## config.mk

```make
export PLATFORM = sky130hd
export DESIGN_NAME = frame_unpacker
export DESIGN_NICKNAME = d
export VERILOG_FILES = /design/src/rtl/frame_unpacker.sv
export SDC_FILE = /design/constraint.sdc
export NUM_CORES = 1
export LEC_CHECK = 0
export ABC_AREA = 1
export BUFFER_PORTS_ARGS = -buffer_cell sky130_fd_sc_hd__buf_4
export CAP_MARGIN = 20
export CORE_MARGIN = 5
export CORE_UTILIZATION = 38
export CTS_BUF_LIST = sky130_fd_sc_hd__clkbuf_4
export CTS_CLUSTER_DIAMETER = 60
export DETAILED_ROUTE_END_ITERATION = 6
export GPL_TIMING_DRIVEN = 0
export SYNTH_ARGS = -nofsm -noshare
export SYNTH_HDL_FRONTEND = slang
export SYNTH_SLANG_ARGS = --single-unit
```

## constraint.sdc

```tcl
create_clock -name i_clk -period 1.75 [get_ports i_clk]
set_input_delay 0.0875 -clock i_clk [delete_from_list [all_inputs] [get_ports i_clk]]
set_output_delay 0.0875 -clock i_clk [all_outputs]
set_load 0.01 [all_outputs]
```

## src/rtl/frame_unpacker.sv

```systemverilog
// frame_unpacker: reassembles MSB-first beats into a frame, checks markers, presents abc/def with error flag.
module frame_unpacker #(
  parameter int DEF_W = 32,
  parameter int IN_W  = 8
) (
  input  logic             i_clk,
  input  logic             i_rst,
  input  logic [IN_W-1:0]  i_data,
  input  logic             i_valid,
  output logic             o_ready,
  output logic             o_valid,
  input  logic             i_ready,
  output logic             o_abc,
  output logic [DEF_W-1:0] o_def,
  output logic             o_err,
  output logic [7:0]       o_errCount
);
  localparam int FW     = DEF_W + 29;
  localparam int NBEATS = (FW + IN_W - 1) / IN_W;
  localparam int SW     = NBEATS * IN_W;
  localparam int CW     = $clog2(NBEATS + 1);
  typedef enum logic {COLLECT, PRESENT} state_t;
  state_t state_q, state_d;
  logic [SW-1:0] sr_q, sr_d;
  logic [CW-1:0] cnt_q, cnt_d;
  logic abc_q, abc_d, err_q, err_d, accept, last, bad;
  logic [DEF_W-1:0] def_q, def_d;
  logic [7:0] ec_q, ec_d;
  always_comb begin
    accept  = state_q == COLLECT && i_valid;
    last    = accept && cnt_q == CW'(NBEATS - 1);
    sr_d    = accept ? SW'({sr_q, i_data}) : sr_q;
    cnt_d   = last ? '0 : accept ? cnt_q + 1'b1 : cnt_q;
    // fields are decoded from the shift value including the beat arriving this cycle
    bad     = sr_d[DEF_W+27:DEF_W+16] != 12'h345 || sr_d[15:0] != 16'h3456;
    abc_d   = last ? sr_d[DEF_W+28] : abc_q;
    def_d   = last ? sr_d[DEF_W+15:16] : def_q;
    err_d   = last ? bad : err_q;
    ec_d    = last && bad && ec_q != 8'hFF ? ec_q + 8'd1 : ec_q;
    state_d = last ? PRESENT : (state_q == PRESENT && i_ready) ? COLLECT : state_q;
  end
  always_ff @(posedge i_clk) begin
    if (i_rst) begin
      state_q <= COLLECT;
      sr_q    <= '0;
      cnt_q   <= '0;
      abc_q   <= 1'b0;
      def_q   <= '0;
      err_q   <= 1'b0;
      ec_q    <= '0;
    end else begin
      state_q <= state_d;
      sr_q    <= sr_d;
      cnt_q   <= cnt_d;
      abc_q   <= abc_d;
      def_q   <= def_d;
      err_q   <= err_d;
      ec_q    <= ec_d;
    end
  end
  assign o_ready    = state_q == COLLECT;
  assign o_valid    = state_q == PRESENT;
  assign o_abc      = abc_q;
  assign o_def      = def_q;
  assign o_err      = err_q;
  assign o_errCount = ec_q;
endmodule

```

# Word-level counts from Yosys, hierarchy flattened

Cells that the tools add are included.

Flip-flop bits (word level): 108
Input port bits: 12
Output and inout port bits: 44

$add $sub $neg: 2
Eq/ne operators: 4
Muxes and demuxes: 3
Bitwise gates (word level): 1
Reduce and logical (&&, ||, !) cells: 8

Operators by type and width:

| operator               | count |
|---|---|
| $mux W61               | 1 |
| $ne A16 B14 Y1 const B | 1 |
| $ne A12 B10 Y1 const B | 1 |
| $add A8 B1 Y8 const B  | 1 |
| $ne A8 B8 Y1 const B   | 1 |
| $logic_and A1 B1 Y1    | 5 |
| $add A4 B1 Y4 const B  | 1 |
| $eq A4 B3 Y1 const B   | 1 |
| $mux W1                | 2 |
| $reduce_bool A2 Y1     | 1 |
| $reduce_or A2 Y1       | 1 |
| $logic_or A1 B1 Y1     | 1 |
| $not A1 Y1             | 1 |

# Longest topological paths before layout

Gate-level depths: netlist of the first run.

Word-level depth: 7
Mapped depth: 15
Mapped depth without buffers: 13

# Worst setup path before layout of the first run

OpenSTA, ideal clock, no wires.

Path kind: reg-to-reg
From: register state_q (netlist: o_valid)
To: register ec_q[6] (netlist: o_errCount[6])
Setup time: 111 ps
Data arrival time: 1614 ps
Required time: 1639 ps
Setup slack: 25 ps
Stages on the path, launching flop included: 16
Path buffers: 2
Period minus slack after synthesis: 1725 ps
Cell sequence: dfxtp_1 inv_2 nand2_2 buf_2 nand2_1 nand2_1 nand2_1 nor2_1 nand2_1 nor2_1 nand2_2 buf_6 nand3_1 nand2_1 clkinv_1 nor2_1

Cells in the longest elaborated chain, start to end: 7
Elaborated cells between the ends (all ways): 9
Classes of those cells: 2 x eq/ne; 1 x mux; 1 x bitwise; 5 x reduce/logical

Ends and longest elaborated chain:

| what                                                    | RTL line | text |
|---|---|---|
| start, declared                                         | 23       | `state_t state_q, state_d;` |
| start signal, assigned                                  | 52       | `state_q <= state_d;` |
| $not A1 Y1 *                                            | 30       | `accept = state_q == COLLECT && i_valid;` |
| $logic_and A1 B1 Y1 *                                   | 30       |  |
| $mux W61                                                | 32       | `sr_d = accept ? SW'({sr_q, i_data}) : sr_q;` |
| $ne A16 B14 Y1 / $ne A12 B10 Y1 (equally long branches) | 35       | `bad = sr_d[DEF_W+27:DEF_W+16] != 12'h345 \|\| sr_d[15:0] != 16'h3456;` |
| $logic_or A1 B1 Y1                                      | 35       |  |
| $logic_and A1 B1 Y1 * (2 in a row)                      | 39       | `ec_d = last && bad && ec_q != 8'hFF ? ec_q + 8'd1 : ec_q;` |
| end signal, assigned                                    | 50       | `ec_q <= '0;` |
| end signal, assigned                                    | 58       | `ec_q <= ec_d;` |
| end, declared                                           | 28       | `logic [7:0] ec_q, ec_d;` |

Every way passes the cells marked *; elsewhere a longest branch is shown, timed or not.
A chain may end at the register's enable or synchronous reset.

# Worst setup path after layout of the first run

Ends and elaborated chain as after synthesis.

==> qor.yml, run 1 <==
finish:
  final_common_cell: "nor2_1"
  synthToLayoutAreaGrowth_pct: 28.21
  final_cell_mix: "nor2_1, nand2_1, dfxtp_1"
  final_nets: 679
  layout-drive-gt1-share_pct: 20.15
routing:
  drc: 0
  drt_iter0_markers: 247
  vias: 3851
  firstDrtPassIters: 4
  ant_nets: 0
  via_per_inst: 4.748
  wl_per_cell_um: 13.70
  drt_wl_total_um: 11110
pwr:
  p_int_mw: 3.170
  power_frac_clock_pct: 31.0
  peakVddDrop_mv: 0.4053
  p_comb_share_pct: 9.9
  switchingPower_mw: 1.176
  powerDensity_mw_per_mm2: 796.2
  swShare_pct: 27.06
  power.total_mw: 4.346
  seqPwrFrac_pct: 59.2
  leakage_nw: 2.462
global_routing:
  grt_pass1_vias: 3594
  globalRouteOverflowTotal: 0
  grtUsageTotal_pct: 16.73
  antenna_found_initial: 0
  grt_start_max_net_pins: 20
  grt_first_pass_wirelength_um: 17620
job:
  cap_violations: 0
sta:
  min_period_ns: 1.824
  hold_violations: 0
  worst_pin_slew_ns: 0.6404
  fmax_mhz: 548.3
  max-slew-margin-rel_pct: 57.31
  finalClockSkew_ns: 0.01910
  finalCritPeriodShare_pct: 104.2
  rsz0062_at_grt: "yes"
  finalMaxSlewViolations: 0
  worst_slack_ns: -0.07370
  final-setup-viol-count: 9
clocking:
  cts_root_buffer: "clkbuf_4"
  numCtsBuffers: 9
  clkSinkCount: 108
  htreeDepth: 3
  tritoncts: "done"
  clockBufferDepth: 2
  cts.clk_slew.worst_paths_ns: 0.18
  clock_latency_ns: 0.46
logic_synthesis:
  yosys-mux-area-fraction_pct: 2.586
  synthCells: 569
  synthFlopType: "dfxtp_1"
  synth_compound_area_share_pct: 7.993
  syn_area_per_cell_um2: 7.483
  yosys.area_share.adder_pct: 0.5877
  synth-async-reset-ratio_pct: 0
  synth-simple-area-share_pct: 28.12
  synth_nets: 583
  synth_top_family_by_area: "simple AND/OR/NAND/NOR gates"
  synth-seq-cells: 108
  synth_xor_area_share_pct: 0.4114
  synth-edff-count: 0
  synthDistinctLibCells: 26
  ys_seq_area_share_pct: 50.78
  ys_warn_count: 0
  syn-cell-area_mm2: 0.004258
worst_setup_path:
  critPathKind: "reg -> reg"
  crit_path_end_kind: "flip-flop"
  worst_path_max_delay_cell: "dfxtp_4"
  critPathMaxStageDelay_ns: 0.40
  cp_max_fo: 6
  required_ns: 2.16
  critPathMostFrequentCell: "buf_6"
  crit_chain: "buf_6 -> nor2_4 -> buf_6 -> buf_6 -> nand2_1 -> o21ai_1 -> nor2_1 -> nand2_1 -> nor2_4 -> nand2_4 -> buf_6 -> nand3_1 -> nand2_1 -> clkinv_1 -> nor2_1"
  start_kind: "flip-flop"
  critPathArrivalTime_ns: 2.23
run_status:
  violations: "negative setup slack"
  status: "finished with violations"
placed_design:
  hpwl_um: 7701
  place.port_buffers: 55
  place_congestion: 0.8173
  dp_slack_ns: -0.2909
die:
  dieArea_mm2: 0.01342
  pin_count: 56
  core_mm2: 0.01089
  die_x_um: 115.9
  die_h_um: 115.9
  rows: 38
  start_util_pct: 39.11
min_path:
  worstHoldPathType: "in -> reg"
[flip-flops by register name, summed over array words and instances (netlist names)]
name	cells
o_abc	1
sr_q	61
o_errCount	8
cnt_q	4
o_err	1
o_valid	1
o_def	32
[power groups by stage]
stage	Sequential (mW)	Combinational [mW]	Clock, mW
2_1_floorplan	2.61	0.248	0
3_3_place_gp	2.62	0.344	0
3_5_place_dp	2.62	0.348	0
4_1_cts	2.57	0.411	1.38
5_1_grt	2.58	0.483	1.47
6_report	2.57	0.429	1.35
[synth_stat cells (all sizes together), types with 6 or more instances]
cell | number | area share [%]
clkbuf | 6 | 0.53
nor3 | 18 | 2.1
buf | 24 | 3.2
nand4 | 10 | 1.5
nor2 | 127 | 12
a211oi | 18 | 3.2
mux2i | 11 | 2.6
nand3 | 20 | 2.4
o21ai | 12 | 1.4
dfxtp | 108 | 51
inv | 64 | 5.6
a21oi | 29 | 3.4
nand2 | 113 | 10
[final timing paths]
check	from	endpoint	slack, ns	cells after the start
max reg2reg	o_valid$_SDFFE_PP0P_	o_errCount[6]$_SDFFE_PP0P_	-0.07	15
min	i_rst	o_errCount[1]$_SDFFE_PP0P_	0.12	4
min reg2reg	sr_q[54]$_SDFF_PP0_	sr_q[54]$_SDFF_PP0_	0.49	2
max	o_valid$_SDFFE_PP0P_	o_errCount[6]$_SDFFE_PP0P_	-0.07	15
[repair_timing]
| action | CTS | global route |
|---|---|---|
| hold endpoints to repair | 12 | 0 |
| pin swaps | 7 | 11 |
| hold buffers | 10 | 0 |
| setup endpoints to repair | 54 | 46 |
| setup buffers | 12 | 6 |
| resized for setup | 32 | 26 |
| gates cloned | 3 | 0 |
[cells by family (layout without fill, tap and decap cells)]
logic type                 after synthesis  count (layout)
muxes                                   11              11
AOI/OAI and AO/OA                       59              59
xor gates and xnor gates                 2               2
DFF                                    108             108
and+or+nand+nor                        291             291
other                                    0               1
buffers and inverters                   96             197
adders and majority gates                2               2
[metal layers]
metal	vias to the layer above	routed length, um	GRT usage (%)
met1	1789	5285	22.37
met2	73	5247	27.81
li1	1976	-	-
met4	0	150	4.950
met3	13	425	2.820
met5	-	0	0
[final cells by class]
type / instances / area [um^2]
Multi-Input combinational cell: 365 / 1773
Inverter: 66 / 252.7
Antenna cell: 1 / 2.502
Sequential cell: 108 / 2166
Clock buffer: 9 / 67.56
Timing Repair Buffer: 86 / 729.5
Fill cell: 1074 / 5429
Clock inverter: 7 / 83.83
Tap cell: 140 / 175.2
Buffer: 29 / 209.0
[critical path: cells and delay by family (launching register included)]
kind	cells	cell delay, ns
and+or+nand+nor	9	0.72
DFF	1	0.40
AOI/OAI and AO/OA	1	0.09
buffers and inverters	5	0.57
[per-stage QoR]
step	area [um^2]	utilization [%]	hold WS (ns)	TNS, ns	instances
after floorplan	4258	-	0.2520	0	569
after global placement	4846	44.51	0.3660	-6.245	764
after detailed placement	4846	44.51	0.3790	-7.330	764
after CTS	5330	48.95	0.1060	-0.1119	804
after global routing	5456	50.11	0.1166	-2.470	810
final	5459	50.14	0.1219	-0.4668	811
No activity file was read; power rests on OpenSTA's default activity.
==> inputs of run 2 (changes only) <==
--- a/config.mk
+++ b/config.mk
@@ -8,12 +8,15 @@
 export ABC_AREA = 1
 export BUFFER_PORTS_ARGS = -buffer_cell sky130_fd_sc_hd__buf_4
 export CAP_MARGIN = 20
+export CORE_ASPECT_RATIO = 1.2
 export CORE_MARGIN = 5
 export CORE_UTILIZATION = 38
 export CTS_BUF_LIST = sky130_fd_sc_hd__clkbuf_4
 export CTS_CLUSTER_DIAMETER = 60
 export DETAILED_ROUTE_END_ITERATION = 6
 export GPL_TIMING_DRIVEN = 0
+export REMOVE_ABC_BUFFERS = 1
+export SKIP_LAST_GASP = 1
 export SYNTH_ARGS = -nofsm -noshare
 export SYNTH_HDL_FRONTEND = slang
 export SYNTH_SLANG_ARGS = --single-unit
==> run 2 against run 1 <==
The run still ends with negative setup slack left. Routed wire length shrank 1.6%. First-iteration DRC count fell by 22%. Critical path depth fell by 1. Non-clock buffer count is 25 lower. Sequential share of layout area down 0.47 points. Largest cell class unchanged. Largest power group unchanged.
==> qor.yml, run 2 (synthesis results as in run 1) <==
run_status:
  status: "finished with violations"
  violations: "negative setup slack"
sta:
  worst_pin_slew_ns: 0.8938
  final-setup-viol-count: 27
  finalClockSkew_ns: 0.02529
  finalCritPeriodShare_pct: 110.2
  worst_slack_ns: -0.1781
  finalMaxSlewViolations: 0
  rsz0062_at_grt: "yes"
  hold_violations: 0
  fmax_mhz: 518.6
  max-slew-margin-rel_pct: 40.41
  min_period_ns: 1.928
worst_setup_path:
  reg2reg_depth: 14
  critPathKind: "reg -> reg"
  critPathArrivalTime_ns: 2.29
  worst_path_max_delay_cell: "dfxtp_4"
  cp_top_family: "simple AND/OR/NAND/NOR gates"
  required_ns: 2.11
  crit_path_end_kind: "flip-flop"
  path_buf_inv: 3
  start_kind: "flip-flop"
  crit_chain: "buf_6 -> nor2_4 -> clkbuf_16 -> nand2_4 -> nand2_2 -> nand2_1 -> nor2_1 -> nand2_1 -> nor2_4 -> nand2_4 -> nand3_4 -> nand2_2 -> inv_1 -> nor2_1"
  cp_max_fo: 8
  critPathMaxStageDelay_ns: 0.40
  cp_num_cells: 14
finish:
  fin_util_pct: 50.30
  largest_reg_flops: 61
  final_common_cell: "nor2_1"
  final_cell_mix: "nor2_1, dfxtp_1, nand2_1"
  largest_register: "sr_q"
  final_nets: 662
  fill_cells: 1048
  synthToLayoutAreaGrowth_pct: 29.74
  layout-drive-gt1-share_pct: 21.90
routing:
  vias: 3832
  wl_per_cell_um: 13.91
  firstDrtPassIters: 6
  drt_iter0_markers: 193
  via_per_inst: 4.875
  drc: 0
  drt_wl_total_um: 10930
  ant_nets: 0
pwr:
  peakVddDrop_mv: 0.3272
  powerDensity_mw_per_mm2: 765.5
  leakage_nw: 2.465
  power.total_mw: 4.229
clocking:
  cts.clk_slew.worst_paths_ns: 0.16
  clkSinkCount: 108
  tritoncts: "done"
  cts_root_buffer: "clkbuf_4"
  clock_latency_ns: 0.46
  htreeDepth: 3
  clockBufferDepth: 2
  numCtsBuffers: 9
die:
  dieArea_mm2: 0.01343
  rows: 42
  start_util_pct: 38.77
  pin_count: 56
  core_mm2: 0.01098
  die_x_um: 106.6
  die_h_um: 126.0
placed_design:
  place.port_buffers: 55
  hpwl_um: 5536
  place_congestion: 0.7618
global_routing:
  grt_first_pass_wirelength_um: 17270
  grt_pass1_vias: 3601
  antenna_found_initial: 1
  grt_start_max_net_pins: 84
  grtUsageTotal_pct: 16.04
  globalRouteOverflowTotal: 0
job:
  cap_violations: 0
min_path:
  worstHoldPathType: "in -> reg"
  hold_path_depth: 3
-- run 2: changes by cell type in the layout (fill, tap and decap cells not counted), moves of 6 or more --
cell	previous run	this run
nand2_1	107	93
nand2_2	3	16
buf_6	15	3
buf_4	73	66
clkbuf_1	6	0
-- run 2: worst register-to-register path, delay by kind of cell, from the launching register on --
family / cells / cell delay, ns
buffers and inverters: 3 / 0.36
and+or+nand+nor: 11 / 1.08
DFF: 1 / 0.40
-- run 2: final timing paths --
path | slack, ns | end | start
worst max-delay path | -0.18 | o_errCount[0]$_SDFFE_PP0P_ | o_valid$_SDFFE_PP0P_
worst min-delay path | 0.03 | sr_q[12]$_SDFF_PP0_ | i_valid
worst max register to register | -0.18 | o_errCount[0]$_SDFFE_PP0P_ | o_valid$_SDFFE_PP0P_
worst min register to register | 0.48 | o_err$_SDFFE_PP0P_ | o_err$_SDFFE_PP0P_
-- run 2: layout make-up --
type	count	area [um^2]	share of cell area, %
diodes	1	2.502	0.04530
clock buffers	9	67.56	1.223
clock inverters	7	63.81	1.155
inverters	66	259.0	4.689
multi-input cells	373	1921	34.77
flip-flops and latches	108	2166	39.21
well taps	132	165.2	2.990
repair buffers	90	879.6	15.92
-- run 2: repair_timing --
item / 4_1_cts / 5_1_grt
buffers inserted: 15 / 4
resized for setup: 26 / 38
endpoints found under the setup margin: 46 / 44
endpoints found under the hold margin: 11 / 0
cloned: 9 / 2
hold buffers: 11 / 0
pin swaps: 7 / 24
-- run 2: metal layers --
| layer | share of wire (%) | up-vias | GRT usage (%) |
|---|---|---|---|
| li1 | - | 1951 | - |
| met1 | 46 | 1788 | 20.28 |
| met2 | 48 | 72 | 26.39 |
| met3 | 3.1 | 21 | 2.968 |
| met4 | 2.3 | 0 | 7.524 |
| met5 | 0 | - | 0 |
-- run 2: report_power, final --
group          switching, mW  internal, mW  leakage [nW]
Combinational          0.256         0.168          1.51
Sequential            0.0318          2.53         0.881
Clock                  0.808         0.432        0.0732
Total                   1.10          3.13          2.46
-- run 2: through the flow --
step           setup TNS (ns)  setup WS (ns)  instances  hold slack [ns]  area, um^2
2_1_floorplan          -44.99         -1.140        539           0.1566        4100
3_3_place_gp           -95.38         -2.102        726           0.3691        4678
3_5_place_dp           -50.00         -1.395        728           0.3822        4726
4_1_cts               -0.6928       -0.04942        779        0.0008364        5349
5_1_grt                -4.604        -0.2890        786         0.004237        5524
6_report               -1.650        -0.1781        786          0.02538        5524
